===== src/rtl/tft43_pixel_prefetch_if.sv =====
// Arbiter Read Port-1 bundle used by the TFT43 pixel prefetcher.
// master: the prefetcher (issues burst requests, receives 4-word bursts).
// slave:  the SDRAM read/write arbiter.
interface tft43_pixel_prefetch_if;
    logic        oRd_Req;
    logic [23:0] oRd_Addr;
    logic        iRd_Done;
    logic [15:0] iRd_Data1;
    logic [15:0] iRd_Data2;
    logic [15:0] iRd_Data3;
    logic [15:0] iRd_Data4;

    modport master (
        output oRd_Req,
        output oRd_Addr,
        input  iRd_Done,
        input  iRd_Data1,
        input  iRd_Data2,
        input  iRd_Data3,
        input  iRd_Data4
    );

    modport slave (
        input  oRd_Req,
        input  oRd_Addr,
        output iRd_Done,
        output iRd_Data1,
        output iRd_Data2,
        output iRd_Data3,
        output iRd_Data4
    );
endinterface


===== src/rtl/tft43_pixel_prefetch.sv =====
// Frame-buffer prefetcher between the SDRAM arbiter (Read Port-1) and the
// TFT43 LCD timing generator. Issues 4-word bursts at linear addresses from
// a per-frame base, stages each burst, and pushes it into a first-word-
// fall-through FIFO that the display pops one word per pixel.
// Optional build macro: TFT43_PREFETCH_RB_SWAP_EN swaps the red and blue
// fields of the output word for BGR-wired panels.
module tft43_pixel_prefetch #(
    parameter int H_PIXELS   = 480,
    parameter int V_LINES    = 272,
    parameter int FIFO_DEPTH = 64
) (
    input  logic        clk,
    input  logic        rst_n,
    input  logic        en,
    input  logic        iFrame_Start,
    input  logic [23:0] iBase_Addr,
    input  logic        iPix_Rd,
    output logic [15:0] oPix_Data,
    output logic        oPix_Valid,
    output logic        oUnderflow,
    tft43_pixel_prefetch_if.master rdPort
);

    localparam int FRAME_WORDS = H_PIXELS * V_LINES;
    localparam int AW          = $clog2(FIFO_DEPTH);
    localparam int CW          = AW + 1;
    localparam int FW          = $clog2(FRAME_WORDS + 1);

    // A burst is only requested when four free slots are guaranteed.
    localparam logic [CW-1:0] REQ_LIMIT   = CW'(FIFO_DEPTH - 4);
    localparam logic [FW-1:0] FRAME_TOTAL = FW'(FRAME_WORDS);

    typedef enum logic [2:0] {
        IDLE,
        CHECK,
        REQ,
        PUSH,
        DRAIN
    } stateT;

    stateT         stateQ, stateD;

    logic [23:0]   addrQ;
    logic [23:0]   rdAddrQ;
    logic [23:0]   pendingBaseQ;
    logic [23:0]   startBase;
    logic [FW-1:0] fetchedQ;
    logic [15:0]   stageQ [4];
    logic [1:0]    pushIdxQ;

    logic [15:0]   fifoMem [FIFO_DEPTH];
    logic [AW-1:0] wrPtrQ, rdPtrQ;
    logic [CW-1:0] countQ;
    logic          underflowQ;

    // Per-cycle control strobes decoded by the FSM.
    logic          applyStart;   // restart frame now: load base, flush FIFO, clear underflow
    logic          useLatched;   // restart uses the base captured during DRAIN
    logic          savePending;  // capture iBase_Addr for a deferred restart
    logic          loadReq;      // CHECK->REQ: register the burst address
    logic          captureEn;    // accept a completed burst into staging
    logic          pushEn;       // write one staged word into the FIFO

    logic          fifoEmpty;
    logic          doPush;
    logic          doPop;
    logic [15:0]   headWord;
    logic [15:0]   outWord;

    // State register.
    always_ff @(posedge clk or negedge rst_n) begin
        // NOTE: every clocked block uses non-blocking assignments so all
        // registers update together from pre-edge values.
        if (!rst_n) stateQ <= IDLE;
        else        stateQ <= stateD;
    end

    // Next-state decode and control strobes.
    always_comb begin
        // NOTE: every signal gets a default first, so no path leaves it
        // unassigned and no latch is inferred.
        stateD      = stateQ;
        applyStart  = 1'b0;
        useLatched  = 1'b0;
        savePending = 1'b0;
        loadReq     = 1'b0;
        captureEn   = 1'b0;
        pushEn      = 1'b0;

        unique case (stateQ)
            IDLE: begin
                if (iFrame_Start) begin
                    applyStart = 1'b1;
                    stateD     = CHECK;
                end
            end
            CHECK: begin
                if (iFrame_Start) begin
                    applyStart = 1'b1;
                    stateD     = CHECK;
                end else if (fetchedQ == FRAME_TOTAL) begin
                    stateD = IDLE;
                end else if (en && (countQ <= REQ_LIMIT)) begin
                    loadReq = 1'b1;
                    stateD  = REQ;
                end
            end
            REQ: begin
                if (iFrame_Start && rdPort.iRd_Done) begin
                    // Transaction completes in the same cycle: drop its data
                    // and restart at once with the new base.
                    applyStart = 1'b1;
                    stateD     = CHECK;
                end else if (iFrame_Start) begin
                    savePending = 1'b1;
                    stateD      = DRAIN;
                end else if (rdPort.iRd_Done) begin
                    captureEn = 1'b1;
                    stateD    = PUSH;
                end
            end
            PUSH: begin
                if (iFrame_Start) begin
                    applyStart = 1'b1;
                    stateD     = CHECK;
                end else begin
                    pushEn = 1'b1;
                    if (pushIdxQ == 2'd3) stateD = CHECK;
                end
            end
            DRAIN: begin
                if (rdPort.iRd_Done) begin
                    applyStart = 1'b1;
                    useLatched = !iFrame_Start;
                    stateD     = CHECK;
                end else if (iFrame_Start) begin
                    savePending = 1'b1;
                end
            end
            default: stateD = IDLE;
        endcase
    end

    assign startBase          = useLatched ? pendingBaseQ : iBase_Addr;
    assign rdPort.oRd_Req     = (stateQ == REQ) || (stateQ == DRAIN);
    assign rdPort.oRd_Addr    = rdAddrQ;

    // Frame address, fetch progress, request address and push sequencing.
    always_ff @(posedge clk or negedge rst_n) begin
        if (!rst_n) begin
            addrQ        <= '0;
            fetchedQ     <= '0;
            rdAddrQ      <= '0;
            pendingBaseQ <= '0;
            pushIdxQ     <= '0;
        end else begin
            if (applyStart) begin
                addrQ    <= startBase;
                fetchedQ <= '0;
            end else if (captureEn) begin
                addrQ    <= addrQ + 24'd4;
                fetchedQ <= fetchedQ + FW'(4);
            end

            if (loadReq)     rdAddrQ      <= addrQ;
            if (savePending) pendingBaseQ <= iBase_Addr;

            if (captureEn)   pushIdxQ <= '0;
            else if (pushEn) pushIdxQ <= pushIdxQ + 2'd1;
        end
    end

    // Burst staging register, loaded when the arbiter signals done.
    always_ff @(posedge clk) begin
        if (captureEn) begin
            stageQ[0] <= rdPort.iRd_Data1;
            stageQ[1] <= rdPort.iRd_Data2;
            stageQ[2] <= rdPort.iRd_Data3;
            stageQ[3] <= rdPort.iRd_Data4;
        end
    end

    assign fifoEmpty = (countQ == '0);
    assign doPush    = pushEn;
    assign doPop     = iPix_Rd && !fifoEmpty && !applyStart;

    // FIFO storage array.
    always_ff @(posedge clk) begin
        // NOTE: storage is deliberately not reset; validity is tracked by
        // the pointers and count, so stale contents are never observed.
        if (doPush) fifoMem[wrPtrQ] <= stageQ[pushIdxQ];
    end

    // FIFO pointers and occupancy; a frame restart flushes everything.
    always_ff @(posedge clk or negedge rst_n) begin
        if (!rst_n) begin
            wrPtrQ <= '0;
            rdPtrQ <= '0;
            countQ <= '0;
        end else if (applyStart) begin
            wrPtrQ <= '0;
            rdPtrQ <= '0;
            countQ <= '0;
        end else begin
            if (doPush) wrPtrQ <= wrPtrQ + AW'(1);
            if (doPop)  rdPtrQ <= rdPtrQ + AW'(1);
            case ({doPush, doPop})
                2'b10:   countQ <= countQ + CW'(1);
                2'b01:   countQ <= countQ - CW'(1);
                default: countQ <= countQ;
            endcase
        end
    end

    // Sticky underflow: set by a pop on an empty FIFO, cleared by a restart.
    always_ff @(posedge clk or negedge rst_n) begin
        if (!rst_n)                      underflowQ <= 1'b0;
        else if (applyStart)             underflowQ <= 1'b0;
        else if (iPix_Rd && fifoEmpty)   underflowQ <= 1'b1;
    end

    assign headWord = fifoMem[rdPtrQ];

`ifdef TFT43_PREFETCH_RB_SWAP_EN
    assign outWord = {headWord[4:0], headWord[10:5], headWord[15:11]};
`else
    assign outWord = headWord;
`endif

    assign oPix_Valid = !fifoEmpty;
    assign oPix_Data  = fifoEmpty ? 16'h0000 : outWord;
    assign oUnderflow = underflowQ;

endmodule


===== src/flat_wrapper.sv =====
// flat-port wrapper written by rule: the top's interface ports become plain ports
module tft43_pixel_prefetch_flat 
#(
    parameter int H_PIXELS   = 480,
    parameter int V_LINES    = 272,
    parameter int FIFO_DEPTH = 64
)
  (clk, rst_n, en, iFrame_Start, iBase_Addr, iPix_Rd, oPix_Data, oPix_Valid, oUnderflow, rdPort_oRd_Req, rdPort_oRd_Addr, rdPort_iRd_Done, rdPort_iRd_Data1, rdPort_iRd_Data2, rdPort_iRd_Data3, rdPort_iRd_Data4);
  tft43_pixel_prefetch_if rdPort_i ();
  input  logic clk;
  input  logic rst_n;
  input  logic en;
  input  logic iFrame_Start;
  input  logic [23:0] iBase_Addr;
  input  logic iPix_Rd;
  output logic [15:0] oPix_Data;
  output logic oPix_Valid;
  output logic oUnderflow;
  output wire logic [$bits(rdPort_i.oRd_Req)-1:0] rdPort_oRd_Req;
  output wire logic [$bits(rdPort_i.oRd_Addr)-1:0] rdPort_oRd_Addr;
  input wire logic [$bits(rdPort_i.iRd_Done)-1:0] rdPort_iRd_Done;
  input wire logic [$bits(rdPort_i.iRd_Data1)-1:0] rdPort_iRd_Data1;
  input wire logic [$bits(rdPort_i.iRd_Data2)-1:0] rdPort_iRd_Data2;
  input wire logic [$bits(rdPort_i.iRd_Data3)-1:0] rdPort_iRd_Data3;
  input wire logic [$bits(rdPort_i.iRd_Data4)-1:0] rdPort_iRd_Data4;
  assign rdPort_oRd_Req = rdPort_i.oRd_Req;
  assign rdPort_oRd_Addr = rdPort_i.oRd_Addr;
  assign rdPort_i.iRd_Done = rdPort_iRd_Done;
  assign rdPort_i.iRd_Data1 = rdPort_iRd_Data1;
  assign rdPort_i.iRd_Data2 = rdPort_iRd_Data2;
  assign rdPort_i.iRd_Data3 = rdPort_iRd_Data3;
  assign rdPort_i.iRd_Data4 = rdPort_iRd_Data4;
  tft43_pixel_prefetch #(.H_PIXELS(H_PIXELS), .V_LINES(V_LINES), .FIFO_DEPTH(FIFO_DEPTH)) u_core (.clk(clk), .rst_n(rst_n), .en(en), .iFrame_Start(iFrame_Start), .iBase_Addr(iBase_Addr), .iPix_Rd(iPix_Rd), .oPix_Data(oPix_Data), .oPix_Valid(oPix_Valid), .oUnderflow(oUnderflow), .rdPort(rdPort_i));
endmodule

===== config.mk =====
export PLATFORM = sky130hd
export DESIGN_NAME = tft43_pixel_prefetch_flat
export DESIGN_NICKNAME = d
export VERILOG_FILES = /design/src/rtl/tft43_pixel_prefetch_if.sv /design/src/rtl/tft43_pixel_prefetch.sv /design/src/flat_wrapper.sv
export SDC_FILE = /design/constraint.sdc
export NUM_CORES = 1
export LEC_CHECK = 0
export CORE_MARGIN = 2
export CORE_UTILIZATION = 60
export CTS_BUF_LIST = sky130_fd_sc_hd__clkbuf_16
export DETAILED_ROUTE_END_ITERATION = 8
export HOLD_SLACK_MARGIN = 0.05
export PLACE_DENSITY = 0.87
export SLEW_MARGIN = 20
export SYNTH_ARGS = -nofsm -noshare
export SYNTH_HDL_FRONTEND = slang
export SYNTH_SLANG_ARGS = --single-unit

===== constraint.sdc =====
create_clock -name clk -period 6.1 [get_ports clk]
set_clock_uncertainty 0.2 [all_clocks]
set_input_delay 0.915 -clock clk [delete_from_list [all_inputs] [get_ports clk]]
set_output_delay 0.915 -clock clk [all_outputs]
set_load 0.02 [all_outputs]

==> out/metrics.cfg <==
[run_status]
outcome = completed

[die]
die_w_um = 284
core_mm2 = 0.0777
die_h_um = 284
ioPinCount = 137
start_util_pct = 60.7
dieArea_mm2 = 0.0809
rows = 102

[pwr]
net-switching-power_mw = 4.84
pwr-share-comb_pct = 11.5
p_seq_share_pct = 53.2
switching_share_pct = 24.8
worst_ir_drop_vdd_mv = 0.361
power.density_mw_per_mm2 = 363
power_leakage_nw = 17.4
p_int_mw = 14.7
clockPowerShare_pct = 35.3

[logic_synthesis]
synth-edff-count = 1088
synth_xor_area_share_pct = 0.761
yosys_warnings = 0
synth_seq_cells = 1200
synth-compound-area-share_pct = 3.01
netlist_area_mm2 = 0.0472
synth-adder-area-share_pct = 0.265
synth_cell_types = 69
synth_top_family_by_area = multiplexers
synthSimpleGateAreaFrac_pct = 3.25
synthMuxAreaShare_pct = 16.0
synth-seq-area-share_pct = 75.1
ys_async_sr_fraction_pct = 9.33
synth_ff_type = edfxtp_1
synth_nets = 2425
netlist_instances = 2321
syn_area_per_cell_um2 = 20.3

[sta]
fin_crit_sh_pct = 95.1
relSlewSlack_pct = 14.8
setup_tns_ps = 0
max_freq_mhz = 172
slew_viol_final = 0
rsz0062_at_grt = no
finalCriticalPeriod_ps = 5800
setup_viol = 0
finalHoldViolCount = 0
tightest_slew_ps = 1280

[cts]
post-cts-setup-buffer-count = 0
cts_tree = yes
clk-insertion-delay-late_ps = 690
clkSinkCount = 1200
path_clk_slew_ps = 60
cts_resized = 0
clockBufferDepth = 3
cts.hold.buffers_added = 0
htreeDepth = 3
clockRootBuffer = clkbuf_16
cts_buffers = 112

[placement]
routabilityCongestion = 0.912
portBuffers = 136
dp_hpwl_um = 65200
dpl-instance-area_mm2 = 0.0501
dp_cells = 3464

[worst_setup_path]
worstPathArrival_ps = 4680
worstPathRequired_ps = 4980
r2r_start = u_core.countQ[1]$_DFFE_PN0P_
crit_type = reg -> out
endpoint_kind = output pin
cp-start-kind = flip-flop
max_stage_delay_ps = 1200
worstPathCellList = and2_1 > buf_4 > a221o_1 > a21oi_1 > nor3_1 > clkdlybuf4s50_1
cp-startpoint = u_core.rdPtrQ[2]$_DFFE_PN0P_
slowest_stage = dfrtp_1
crit_fanout = 22

[routing]
drt-wirelength-per-cell_um = 32.0
dr_total_vias = 25400
dr.pass1.iters = 8
drtAntennaViolNets = 0
detail_route.vias_per_cell = 6.92
wl_um = 118000
drtIter0Drc = 3681
drc = 0

[layout]
stdcell_area_mm2 = 0.0537
area_delta_synth_final_pct = 13.7
final_common_cell = edfxtp_1
seqCellArea_mm2 = 0.0355
fill_cells = 4318
final_nets = 2642
stdcell_count = 3675
drive_gt1_share_pct = 23.9
multi_input_area_mm2 = 0.0111
layout_common_cells = 1088 x edfxtp_1, 266 x mux4_2, 135 x clkdlybuf4s50_1

[hold_path]
min_path_type = in -> async

[global_routing]
grt_pass1_wl_um = 172000
antenna_found_initial = 1
grt_pass1_vias = 26100
grt_usage_pct = 29.3
grt_overflow = 0
grt_max_degree = 71

[run]
maxCapViolCount = 0

## critical path, delay by kind of cell (launching register included)
family,cells,cell delay (ps)
flip-flops,1,1200
AND/OR/NAND/NOR,2,1330
buffers and inverters,2,1140
AO/OA/AOI/OAI,2,320
## kinds of logic after synthesis
family / after synthesis
adders and majority gates: 10
xor gates and xnor gates: 41
DFF: 1200
buffers and inverters: 139
and+or+nand+nor: 323
AOI/OAI and AO/OA: 204
muxes: 404
## worst paths after layout
| path | depth (start not counted) | slack (ps) | to |
|---|---|---|---|
| hold / removal | 1 | 100 | u_core.rdPort.oRd_Addr[10]$_DFFE_PN0P_ |
| setup reg to reg | 14 | 1870 | u_core.countQ[4]$_DFFE_PN0P_ |
| min in group clk | 2 | 300 | u_core.addrQ[1]$_DFFE_PN0P_ |
| setup / recovery | 6 | 300 | oPix_Data[4] |
| hold reg to reg | 2 | 300 | u_core.addrQ[1]$_DFFE_PN0P_ |
| max in group asynchronous | 2 | 4250 | u_core.rdPtrQ[0]$_DFFE_PN0P_ |
## stage by stage
step / power (mW) / utilization (%) / hold WS (ps) / setup WS, ps
after detailed placement: 12.7 / 64.4 / 277 / 1340
after global placement: 12.5 / 64.4 / 275 / 1470
after floorplan: 11.6 / - / 250 / 1680
final: 19.5 / 69.1 / 101 / 301
after global routing: 19.9 / 69.1 / 155 / 338
after CTS: 19.5 / 69.1 / 93.2 / 480
## area by class of cell
class / instances / share of cell area (%)
multi-input combinational: 982 / 20.6
clock inverter: 97 / 1.46
tap: 1040 / 2.42
timing repair buffer: 234 / 4.11
inverter: 8 / 0.0559
antenna: 1 / 0.00466
sequential: 1200 / 66.1
clock buffer: 113 / 5.27
## synth_stat cells, types with 7 or more instances
cell type / number / area, µm²
edfxtp_1: 1088 / 32700
mux4_2: 269 / 6060
nor2_1: 130 / 488
dfrtp_1: 112 / 2800
mux2i_1: 75 / 751
nand2_1: 71 / 267
clkbuf_1: 53 / 199
mux2_2: 41 / 462
nand3_1: 41 / 205
o21ai_0: 41 / 205
a21oi_1: 39 / 195
buf_2: 30 / 150
xor2_1: 27 / 236
a22oi_1: 26 / 195
a221oi_1: 24 / 210
buf_4: 19 / 143
mux2_4: 19 / 285
buf_1: 17 / 63.8
nor3_1: 14 / 70.1
xnor2_1: 14 / 123
nand4_1: 13 / 81.3
a22o_1: 11 / 96.3
buf_6: 10 / 113
ha_1: 10 / 125
a221o_1: 9 / 90.1
nor2b_1: 9 / 56.3
a211oi_1: 8 / 60.1
o211ai_1: 8 / 60.1
a32oi_1: 7 / 61.3
inv_1: 7 / 26.3
or3_1: 7 / 43.8
## sequential cells by signal, indices dropped and copies added, names as in the netlist
signal                  cells
u_core.fifoMem           1024
u_core.rdPtrQ               6
u_core.stageQ              64
u_core.addrQ               24
u_core.countQ               7
u_core.pendingBaseQ        24
u_core.wrPtrQ               6
u_core.oUnderflow           1
u_core.stateQ               3
u_core.fetchedQ            15
u_core.pushIdxQ             2
u_core.rdPort.oRd_Addr     24
## power by group through the flow
stage	clock [mW]	sequential (mW)	combinational [mW]
global placement	0	10.5	2.04
floorplan	0	10.5	1.11
finish	6.89	10.4	2.25
global route	7.20	10.4	2.36
detailed placement	0	10.5	2.19
CTS	6.92	10.4	2.22
## per-layer routing
metal	part of all wire (%)	GRT usage, %	routed length (µm)	up-vias
li1	-	-	-	9946
met1	33	36.8	38900	12900
met2	49	48.4	58100	2130
met3	12	7.34	14000	469
met4	5.7	13.9	6720	2
met5	0.0093	0	11	-
(Power assumes the default switching activity.)
